===== src/rtl/data_sender_arq_if.sv =====
// Signal bundle between the ARQ controller, the game logic, the shared serializer and the ACK receiver.
// The master side is the controller; the slave side is its environment.
interface data_sender_arq_if #(
  parameter int NUM_CH = 4,
  parameter int SEQ_W  = 2
);
  localparam int CH_W = (NUM_CH > 1) ? $clog2(NUM_CH) : 1;

  logic              game_active;
  logic [NUM_CH-1:0] ch_en;
  logic              ack_valid;
  logic [CH_W-1:0]   ack_ch;
  logic [SEQ_W-1:0]  ack_seq;
  logic              send_done;
  logic              send_start;
  logic [CH_W-1:0]   send_ch;
  logic [SEQ_W-1:0]  send_seq;
  logic              send_abort;
  logic              busy;
  logic [NUM_CH-1:0] link_fail;

  modport master (
    input  game_active, ch_en, ack_valid, ack_ch, ack_seq, send_done,
    output send_start, send_ch, send_seq, send_abort, busy, link_fail
  );

  modport slave (
    output game_active, ch_en, ack_valid, ack_ch, ack_seq, send_done,
    input  send_start, send_ch, send_seq, send_abort, busy, link_fail
  );
endinterface


===== src/rtl/data_sender_arq.sv =====
// Stop-and-wait ARQ controller: NUM_CH channels share one serializer under a round-robin grant,
// each with its own sequence number, retry budget, timeout timer and sticky link-fail flag.
module data_sender_arq #(
  parameter int NUM_CH         = 4,
  parameter int TIMEOUT_CYCLES = 1024,
  parameter int MAX_RETRIES    = 3,
  parameter int SEQ_W          = 2
) (
  input  logic              clk,
  input  logic              rst,
  data_sender_arq_if.master bus
);
  localparam int CH_W = (NUM_CH > 1) ? $clog2(NUM_CH) : 1;
  localparam int TW   = $clog2(TIMEOUT_CYCLES + 1);
  localparam int RW   = (MAX_RETRIES > 0) ? $clog2(MAX_RETRIES + 1) : 1;
  localparam logic [TW-1:0]   TIMER_LAST = TW'(TIMEOUT_CYCLES - 1);
  localparam logic [RW-1:0]   RETRY_MAX  = RW'(MAX_RETRIES);
  localparam logic [CH_W-1:0] CH_LAST    = CH_W'(NUM_CH - 1);

  typedef enum logic [2:0] {S_IDLE, S_PEND, S_SEND, S_WAIT, S_FAIL} ch_state_e;

  ch_state_e         state_q   [NUM_CH];
  ch_state_e         state_d   [NUM_CH];
  logic [SEQ_W-1:0]  seq_q     [NUM_CH];
  logic [SEQ_W-1:0]  seq_d     [NUM_CH];
  logic [RW-1:0]     retries_q [NUM_CH];
  logic [RW-1:0]     retries_d [NUM_CH];
  logic [TW-1:0]     timer_q   [NUM_CH];
  logic [TW-1:0]     timer_d   [NUM_CH];
  logic [NUM_CH-1:0] link_fail_q, link_fail_d;
  logic [CH_W-1:0]   last_grant_q, last_grant_d;
  logic              send_start_q, send_start_d;
  logic [CH_W-1:0]   send_ch_q, send_ch_d;
  logic [SEQ_W-1:0]  send_seq_q, send_seq_d;
  logic              send_abort_q, send_abort_d;
  logic              busy_q, busy_d;

  logic [NUM_CH-1:0] en;
  logic              any_send;
  logic              grant_vld;
  logic [CH_W-1:0]   grant_ch;
  logic [CH_W-1:0]   cand;

  always_comb begin
    en = {NUM_CH{bus.game_active}} & bus.ch_en;
  end

  // Grant only when the serializer was idle before this edge; search starts after last_grant.
  always_comb begin
    any_send  = 1'b0;
    grant_vld = 1'b0;
    grant_ch  = '0;
    cand      = '0;
    for (int unsigned i = 0; i < NUM_CH; i++) begin
      if (state_q[i] == S_SEND) any_send = 1'b1;
    end
    for (int unsigned k = 1; k <= NUM_CH; k++) begin
      cand = CH_W'((32'(last_grant_q) + k) % NUM_CH);
      if (!any_send && !grant_vld && state_q[cand] == S_PEND && en[cand]) begin
        grant_vld = 1'b1;
        grant_ch  = cand;
      end
    end
  end

  always_comb begin
    send_start_d = grant_vld;
    send_ch_d    = grant_vld ? grant_ch : send_ch_q;
    send_seq_d   = grant_vld ? seq_q[grant_ch] : send_seq_q;
    last_grant_d = grant_vld ? grant_ch : last_grant_q;
    send_abort_d = 1'b0;
    busy_d       = 1'b0;
    link_fail_d  = link_fail_q;
    for (int unsigned i = 0; i < NUM_CH; i++) begin
      state_d[i]   = state_q[i];
      seq_d[i]     = seq_q[i];
      retries_d[i] = retries_q[i];
      timer_d[i]   = timer_q[i];
      if (!en[i]) begin
        // Disable outranks everything, including a send_done in the same cycle.
        if (state_q[i] == S_SEND) send_abort_d = 1'b1;
        state_d[i]     = S_IDLE;
        seq_d[i]       = '0;
        retries_d[i]   = '0;
        timer_d[i]     = '0;
        link_fail_d[i] = 1'b0;
      end else begin
        case (state_q[i])
          S_IDLE: state_d[i] = S_PEND;
          S_PEND: if (grant_vld && grant_ch == CH_W'(i)) state_d[i] = S_SEND;
          S_SEND: begin
            if (bus.send_done) begin
              state_d[i] = S_WAIT;
              timer_d[i] = '0;
            end
          end
          S_WAIT: begin
            if (bus.ack_valid && bus.ack_ch == CH_W'(i) && bus.ack_seq == seq_q[i]) begin
              state_d[i]   = S_PEND;
              seq_d[i]     = seq_q[i] + SEQ_W'(1);
              retries_d[i] = '0;
            end else if (timer_q[i] == TIMER_LAST) begin
              if (retries_q[i] == RETRY_MAX) begin
                state_d[i]     = S_FAIL;
                link_fail_d[i] = 1'b1;
              end else begin
                state_d[i]   = S_PEND;
                retries_d[i] = retries_q[i] + RW'(1);
              end
            end else begin
              timer_d[i] = timer_q[i] + TW'(1);
            end
          end
          S_FAIL:  state_d[i] = S_FAIL;
          default: state_d[i] = S_IDLE;
        endcase
      end
      if (state_d[i] == S_SEND) busy_d = 1'b1;
    end
  end

  always_ff @(posedge clk) begin
    if (rst) begin
      for (int unsigned i = 0; i < NUM_CH; i++) begin
        state_q[i]   <= S_IDLE;
        seq_q[i]     <= '0;
        retries_q[i] <= '0;
        timer_q[i]   <= '0;
      end
      link_fail_q  <= '0;
      last_grant_q <= CH_LAST;
      send_start_q <= 1'b0;
      send_ch_q    <= '0;
      send_seq_q   <= '0;
      send_abort_q <= 1'b0;
      busy_q       <= 1'b0;
    end else begin
      state_q      <= state_d;
      seq_q        <= seq_d;
      retries_q    <= retries_d;
      timer_q      <= timer_d;
      link_fail_q  <= link_fail_d;
      last_grant_q <= last_grant_d;
      send_start_q <= send_start_d;
      send_ch_q    <= send_ch_d;
      send_seq_q   <= send_seq_d;
      send_abort_q <= send_abort_d;
      busy_q       <= busy_d;
    end
  end

  assign bus.send_start = send_start_q;
  assign bus.send_ch    = send_ch_q;
  assign bus.send_seq   = send_seq_q;
  assign bus.send_abort = send_abort_q;
  assign bus.busy       = busy_q;
  assign bus.link_fail  = link_fail_q;
endmodule


===== src/flat_wrapper.sv =====
// flat-port wrapper written by rule: the top's interface ports become plain ports
module data_sender_arq_flat 
#(
  parameter int NUM_CH         = 4,
  parameter int TIMEOUT_CYCLES = 1024,
  parameter int MAX_RETRIES    = 3,
  parameter int SEQ_W          = 2
)
  (clk, rst, bus_game_active, bus_ch_en, bus_ack_valid, bus_ack_ch, bus_ack_seq, bus_send_done, bus_send_start, bus_send_ch, bus_send_seq, bus_send_abort, bus_busy, bus_link_fail);
  data_sender_arq_if #(.NUM_CH(NUM_CH), .SEQ_W(SEQ_W)) bus_i ();
  input  logic clk;
  input  logic rst;
  input wire logic [$bits(bus_i.game_active)-1:0] bus_game_active;
  input wire logic [$bits(bus_i.ch_en)-1:0] bus_ch_en;
  input wire logic [$bits(bus_i.ack_valid)-1:0] bus_ack_valid;
  input wire logic [$bits(bus_i.ack_ch)-1:0] bus_ack_ch;
  input wire logic [$bits(bus_i.ack_seq)-1:0] bus_ack_seq;
  input wire logic [$bits(bus_i.send_done)-1:0] bus_send_done;
  output wire logic [$bits(bus_i.send_start)-1:0] bus_send_start;
  output wire logic [$bits(bus_i.send_ch)-1:0] bus_send_ch;
  output wire logic [$bits(bus_i.send_seq)-1:0] bus_send_seq;
  output wire logic [$bits(bus_i.send_abort)-1:0] bus_send_abort;
  output wire logic [$bits(bus_i.busy)-1:0] bus_busy;
  output wire logic [$bits(bus_i.link_fail)-1:0] bus_link_fail;
  assign bus_i.game_active = bus_game_active;
  assign bus_i.ch_en = bus_ch_en;
  assign bus_i.ack_valid = bus_ack_valid;
  assign bus_i.ack_ch = bus_ack_ch;
  assign bus_i.ack_seq = bus_ack_seq;
  assign bus_i.send_done = bus_send_done;
  assign bus_send_start = bus_i.send_start;
  assign bus_send_ch = bus_i.send_ch;
  assign bus_send_seq = bus_i.send_seq;
  assign bus_send_abort = bus_i.send_abort;
  assign bus_busy = bus_i.busy;
  assign bus_link_fail = bus_i.link_fail;
  data_sender_arq #(.NUM_CH(NUM_CH), .TIMEOUT_CYCLES(TIMEOUT_CYCLES), .MAX_RETRIES(MAX_RETRIES), .SEQ_W(SEQ_W)) u_core (.clk(clk), .rst(rst), .bus(bus_i));
endmodule

===== config.mk =====
export PLATFORM = sky130hd
export DESIGN_NAME = data_sender_arq_flat
export DESIGN_NICKNAME = d
export VERILOG_FILES = /design/src/rtl/data_sender_arq_if.sv /design/src/rtl/data_sender_arq.sv /design/src/flat_wrapper.sv
export SDC_FILE = /design/constraint.sdc
export NUM_CORES = 1
export LEC_CHECK = 0
export CELL_PAD_IN_SITES_DETAIL_PLACEMENT = 2
export CELL_PAD_IN_SITES_GLOBAL_PLACEMENT = 2
export CORE_UTILIZATION = 39
export DETAILED_ROUTE_END_ITERATION = 10
export PLACE_DENSITY = 0.83
export SYNTH_ARGS = -nofsm -noshare
export SYNTH_HDL_FRONTEND = slang
export SYNTH_SLANG_ARGS = --single-unit

===== constraint.sdc =====
create_clock -name clk -period 4.87 [get_ports clk]
set_clock_uncertainty 0.05 [all_clocks]
set_input_delay 1.461 -clock clk [delete_from_list [all_inputs] [get_ports clk]]
set_output_delay 1.461 -clock clk [all_outputs]
set_load 0.005 [all_outputs]

# Word-level counts from Yosys, hierarchy flattened
# Cells that the tools add are included.
dict set report word_totals {
  regBits 85
  elab_cells 283
  out_inout_bits 11
}
dict set report classes {
  n_eq_ne 58
  add_sub_neg 16
  bitwise 14
  reduce_logical 61
  mux 99
  magnitude_cmp 9
}
# operator n
set ops {}
lappend ops {{two-way mux 11 bit} 9}
lappend ops {{two-way mux 3 bit} 32}
lappend ops {{case mux 11 bit (2 select lines)} 4}
lappend ops {{case mux 3 bit (5 select lines)} 4}
lappend ops {{adder 11 x 1 -> 11 bit (second input constant)} 4}
lappend ops {{equality test 11 x 10 -> 1 bit (second input constant)} 4}
lappend ops {{equality test 3 x 2 -> 1 bit (second input constant)} 12}
lappend ops {{two-way mux 2 bit} 18}
lappend ops {{AND reduction 4 bit} 8}
lappend ops {{binary-select mux 3 bit (select 2 bit)} 4}
lappend ops {{equality test 3 x 1 -> 1 bit (second input constant)} 8}
lappend ops {{inequality test 2 bit (second input constant)} 12}
lappend ops {{logical AND 1 bit} 23}
lappend ops {{two-way mux 1 bit} 23}
lappend ops {{adder 2 x 1 -> 2 bit (second input constant)} 10}
lappend ops {{equality test 2 bit (second input constant)} 8}
lappend ops {{nonzero test 2 bit} 8}
lappend ops {{greater-or-equal comparator 3 bit (second input constant)} 5}
lappend ops {{NOT 2 -> 3 bit} 5}
lappend ops {{equality test 3 bit (second input constant)} 4}
lappend ops {{zero test 3 bit} 4}
lappend ops {{< comparator 2 x 3 -> 1 bit (second input constant)} 4}
lappend ops {{AND reduction 3 bit} 4}
lappend ops {{binary-select mux 1 bit (select 2 bit)} 4}
lappend ops {{11 further kinds} 36}

# Longest topological paths before layout
dict set report depth {
  word_depth 34
  mapped_depth 9
  ltp_nobuf 8
}

# Worst setup path before layout
# Ideal clock, no wire load.
dict set report synth_timing {
  kind {input to register}
  start {input port bus_game_active}
  end {register u_core.busy_q, in the netlist u_core.bus.busy}
  path_buffers 2
  setup_time_ps 134
  t_arrival_ps 3362
  setup_slack_ps 1324
  cell_stages 9
  path_cell_list {buf_2 -> and4bb_4 -> nand2_4 -> maj3_2 -> a2111o_1 -> buf_6 -> nand2_4 -> a21boi_2 -> or4_1}
}
dict set report synth_via {
  elab_chain_cells 30
  elab_cells_between_ends 58
}
# element line
set synth_lines {}
lappend synth_lines {{start, declared} flat_wrapper.sv:13} ;# input wire logic [$bits(bus_i.game_active)-1:0] bus_game_active;
lappend synth_lines {{AND 4 bit (*)} data_sender_arq.sv:45} ;# en = {NUM_CH{bus.game_active}} & bus.ch_en;
lappend synth_lines {{binary-select mux 1 bit (select 2 bit)} data_sender_arq.sv:59} ;# if (!any_send && !grant_vld && state_q[cand] == S_PEND && en[cand]) begin
lappend synth_lines {{two-way mux 1 bit (implied by the code)} data_sender_arq.sv:59}
lappend synth_lines {{logical AND 1 bit} data_sender_arq.sv:59}
lappend synth_lines {{two-way mux 1 bit} data_sender_arq.sv:59}
lappend synth_lines {{zero test 1 bit} data_sender_arq.sv:59}
lappend synth_lines {{logical AND 1 bit (3 in a row)} data_sender_arq.sv:59}
lappend synth_lines {{two-way mux 1 bit} data_sender_arq.sv:59}
lappend synth_lines {{[10 not listed]} --}
lappend synth_lines {{zero test 2 bit} data_sender_arq.sv:90} ;# S_PEND: if (grant_vld && grant_ch == CH_W'(i)) state_d[i] = S_SEND;
lappend synth_lines {{logical AND 1 bit} data_sender_arq.sv:90}
lappend synth_lines {{two-way mux 3 bit} data_sender_arq.sv:90}
lappend synth_lines {{case mux 3 bit (5 select lines)} data_sender_arq.sv:88} ;# case (state_q[i])
lappend synth_lines {{two-way mux 3 bit} data_sender_arq.sv:79} ;# if (!en[i]) begin
lappend synth_lines {{equality test 3 x 2 -> 1 bit} data_sender_arq.sv:118} ;# if (state_d[i] == S_SEND) busy_d = 1'b1;
lappend synth_lines {{two-way mux 1 bit (3 in a row)} data_sender_arq.sv:118}
lappend synth_lines {{two-way mux 1 bit (*)} data_sender_arq.sv:118}
lappend synth_lines {{end signal, assigned} data_sender_arq.sv:148} ;# busy_q <= busy_d;
lappend synth_lines {{end, declared} data_sender_arq.sv:36} ;# logic busy_q, busy_d;
# Mark *: on every way between the ends. The rest lies on a longest branch, timed or not. The select of a mux whose other input is x is not followed.
# A chain may end at the register's enable or synchronous reset.

# Worst setup path after layout
# Ends and elaborated chain as after synthesis.

==> key figures <==
Critical path
  • Critical path depth in cells: 8
  • Worst path cell trace: clkdlybuf4s50_1, and4bb_4, nand2_4, maj3_2, a2111o_1, nand2_4, a21boi_2, or4_1
  • WP data required: 5.07 ns
  • Slowest stage delay, CP: 0.67 ns
  • Worst-path fanout max: 10
  • Most used cell, CP: nand2_4
  • Critical path's slowest cell: clkdlybuf4s50_1
  • Top delay family on crit path: simple AND/OR/NAND/NOR gates
  • Critical path class: in -> reg
  • Startpoint types: input pin
  • Worst-case reg-to-reg path depth: 8
  • CP Data Arrival Time: 4.17 ns
  • Crit end category: register
  • Critical path buffers and inverters: 1

Clock tree
  • Clock transition at path regs: 0.08 ns
  • # H-tree levels: 3
  • Worst skew pair latency: 0.38 ns
  • Total CTS buffers: 9
  • Resized cells post-CTS: 0
  • CTS tree: yes
  • Clk sink count: 85
  • Setup bufs post-CTS: 0
  • Hold buffer count at CTS: 0
  • Root buffer cell: clkbuf_8
  • Longest Clk Path Bufs: 2

Logic synthesis
  • Avg Cell Area, Syn: 8.23 µm²
  • Yosys cell types: 61
  • Synthesized cell area: 4280 µm²
  • Post-Syn Instances: 520
  • Post-synth EDFFs: 0
  • Synth top area share: 0.398
  • Most frequent cells after synthesis: dfxtp_1, nor2_1, nand2_1
  • Asr flop ratio synth: 0
  • Mapped Nets: 541
  • Cells taking the most area after synthesis: dfxtp_1, nor2_1, xor2_1
  • Seq/Total Area, Yosys: 0.398
  • Post-synth top area cell: dfxtp_1
  • Yosys warns: 0
  • Most frequent cell after synthesis: dfxtp_1
  • Post-synth top flop: dfxtp_1
  • #FFs+latches synth: 85

Detailed routing
  • Drt pass-1 iters: 4
  • Post-route ant nets: 0
  • Drt wl/cell: 18.1 µm
  • DRC viols: 0
  • 1st-iter DRT viols: 64
  • Post-Route WL: 12.4 mm
  • Routed vias/inst: 5.64
  • Via Count: 3860

Min path
  • Cell depth of the worst hold path: 2
  • Hold crit path type: reg -> reg

Finish
  • Layout cells sized above 1: 0.0583
  • Synthesis-to-layout area growth: 12.7%
  • Final #Nets: 565
  • Fin cells: 685
  • Ant. Diodes: 0

Placement
  • Post-DP HPWL: 9.26 mm
  • Placed Instances: 669
  • GP Congestion: 0.803
  • I/O Buffers: 23

Status
  • Status: complete, no violations

STA
  • Relative slew slack: 0.391
  • Worst Tran Pin Value: 0.906 ns
  • Finish-stage setup viols: 0
  • Final worst-path cycle share: 0.816
  • Final Hold Fails: 0
  • Post-layout min period: 3.97 ns
  • Fmax achieved: 252 MHz
  • Slew Viols, Final: 0
  • RSZ-0062 raised after global routing: false
  • Fin Setup TNS: 0 ns

Pwr
  • Worst ir drop on vdd: 0.163 mV
  • Leakage: 1.62 nW
  • PwrDens: 261 nW/µm²

Flow run
  • Maxcap violations: 0

Floorplanning
  • Height of the die: 107 µm
  • Initial Util: 0.409
  • CORE AREA: 10500 µm²
  • Top Ports: 24
  • Die ar.: 11400 µm²
  • Die Width: 107 µm
  • Row count: 37

Global routing
  • First-pass GRT wire length: 21.0 mm
  • Vias in the first global route: 4166
  • Initial antenna violation count: 0
  • Largest net degree at the start of global routing: 14
  • Total track usage: 0.234
  • Grt ovf: 0
## placed cells by master, fill, tap and decap left out, drive strengths merged, types with 12 or more instances in the layout
cell type / count
a21oi: 39
clkbuf: 12
clkdlybuf4s50: 23
dfxtp: 85
inv: 18
nand2: 48
nand3: 23
nand4: 15
nor2: 80
o21ai: 16
xnor2: 12
xor2: 29
## layout make-up
type	count	area (µm²)
fillers	1205	5640
multi-input cells	401	2430
flip-flops and latches	85	1700
repair buffers	29	275
well taps	136	170
clock buffers	12	155
inverters	18	67.6
clock inverters	4	22.5
## worst reg2reg max path: stages, from the launching register on
cell and delay [ns]:
dfxtp_1 0.53, nor3b_1 0.11, buf_4 0.17, or4_1 0.58, a21oi_1 0.16, and2_1 0.42
nor2_1 0.14, a41o_1 0.23, a2111oi_1 0.37
## sequential cells by signal (all words and copies together) (netlist names)
name                   flops
u_core.bus.busy            1
u_core.bus.link_fail       4
u_core.bus.send_abort      1
u_core.bus.send_ch         2
u_core.bus.send_seq        2
u_core.bus.send_start      1
u_core.last_grant_q        2
u_core.retries_q           8
u_core.seq_q               8
u_core.state_q            12
u_core.timer_q            44
## kinds of logic after synthesis
| family | synth area share |
|---|---|
| AND/OR/NAND/NOR | 0.285 |
| AO/OA/AOI/OAI | 0.151 |
| flip-flops | 0.398 |
| XOR/XNOR | 0.0839 |
| buffers and inverters | 0.0348 |
| multiplexers | 0.0216 |
| adder cells (fa/ha/maj) | 0.0260 |
## metal layers
layer,wire (µm),GRT usage,vias to the layer above
met4,229,0.0910,0
li1,-,-,1880
met5,0,0,-
met1,5670,0.283,1927
met2,6210,0.410,38
met3,293,0.0444,15
## path summary, 6_finish.rpt
check / end / slack, ns / from
setup / recovery: u_core.bus.busy$_SDFF_PP0_ / 0.90 / bus_game_active
hold / removal: u_core.timer_q[43]$_SDFFE_PP0P_ / 0.39 / u_core.timer_q[43]$_SDFFE_PP0P_
setup reg to reg: u_core.state_q[6]$_SDFF_PP0_ / 1.99 / u_core.state_q[6]$_SDFF_PP0_
hold reg to reg: u_core.timer_q[43]$_SDFFE_PP0P_ / 0.39 / u_core.timer_q[43]$_SDFFE_PP0P_
## metrics by stage
step,worst slack (ns),utilization,total power [mW],hold WS [ns],cell area [µm²]
final,0.897,0.461,1.26,0.395,4820
after global routing,0.802,0.461,1.31,0.424,4820
after CTS,0.926,0.461,1.27,0.394,4820
after detailed placement,0.544,0.444,0.791,0.370,4640
after global placement,0.631,0.444,0.787,0.361,4640
after floorplan,1.32,-,0.758,0.353,4280
## power breakdown
| part | leakage (nW) | total, mW | switching [mW] | internal [mW] |
|---|---|---|---|---|
| clock network | 0.0921 | 0.480 | 0.269 | 0.211 |
| registers | 0.685 | 0.705 | 0.00643 | 0.698 |
| logic | 0.839 | 0.0708 | 0.0436 | 0.0271 |
| total | 1.62 | 1.26 | 0.319 | 0.936 |
No activity file was read; power rests on OpenSTA's default activity.
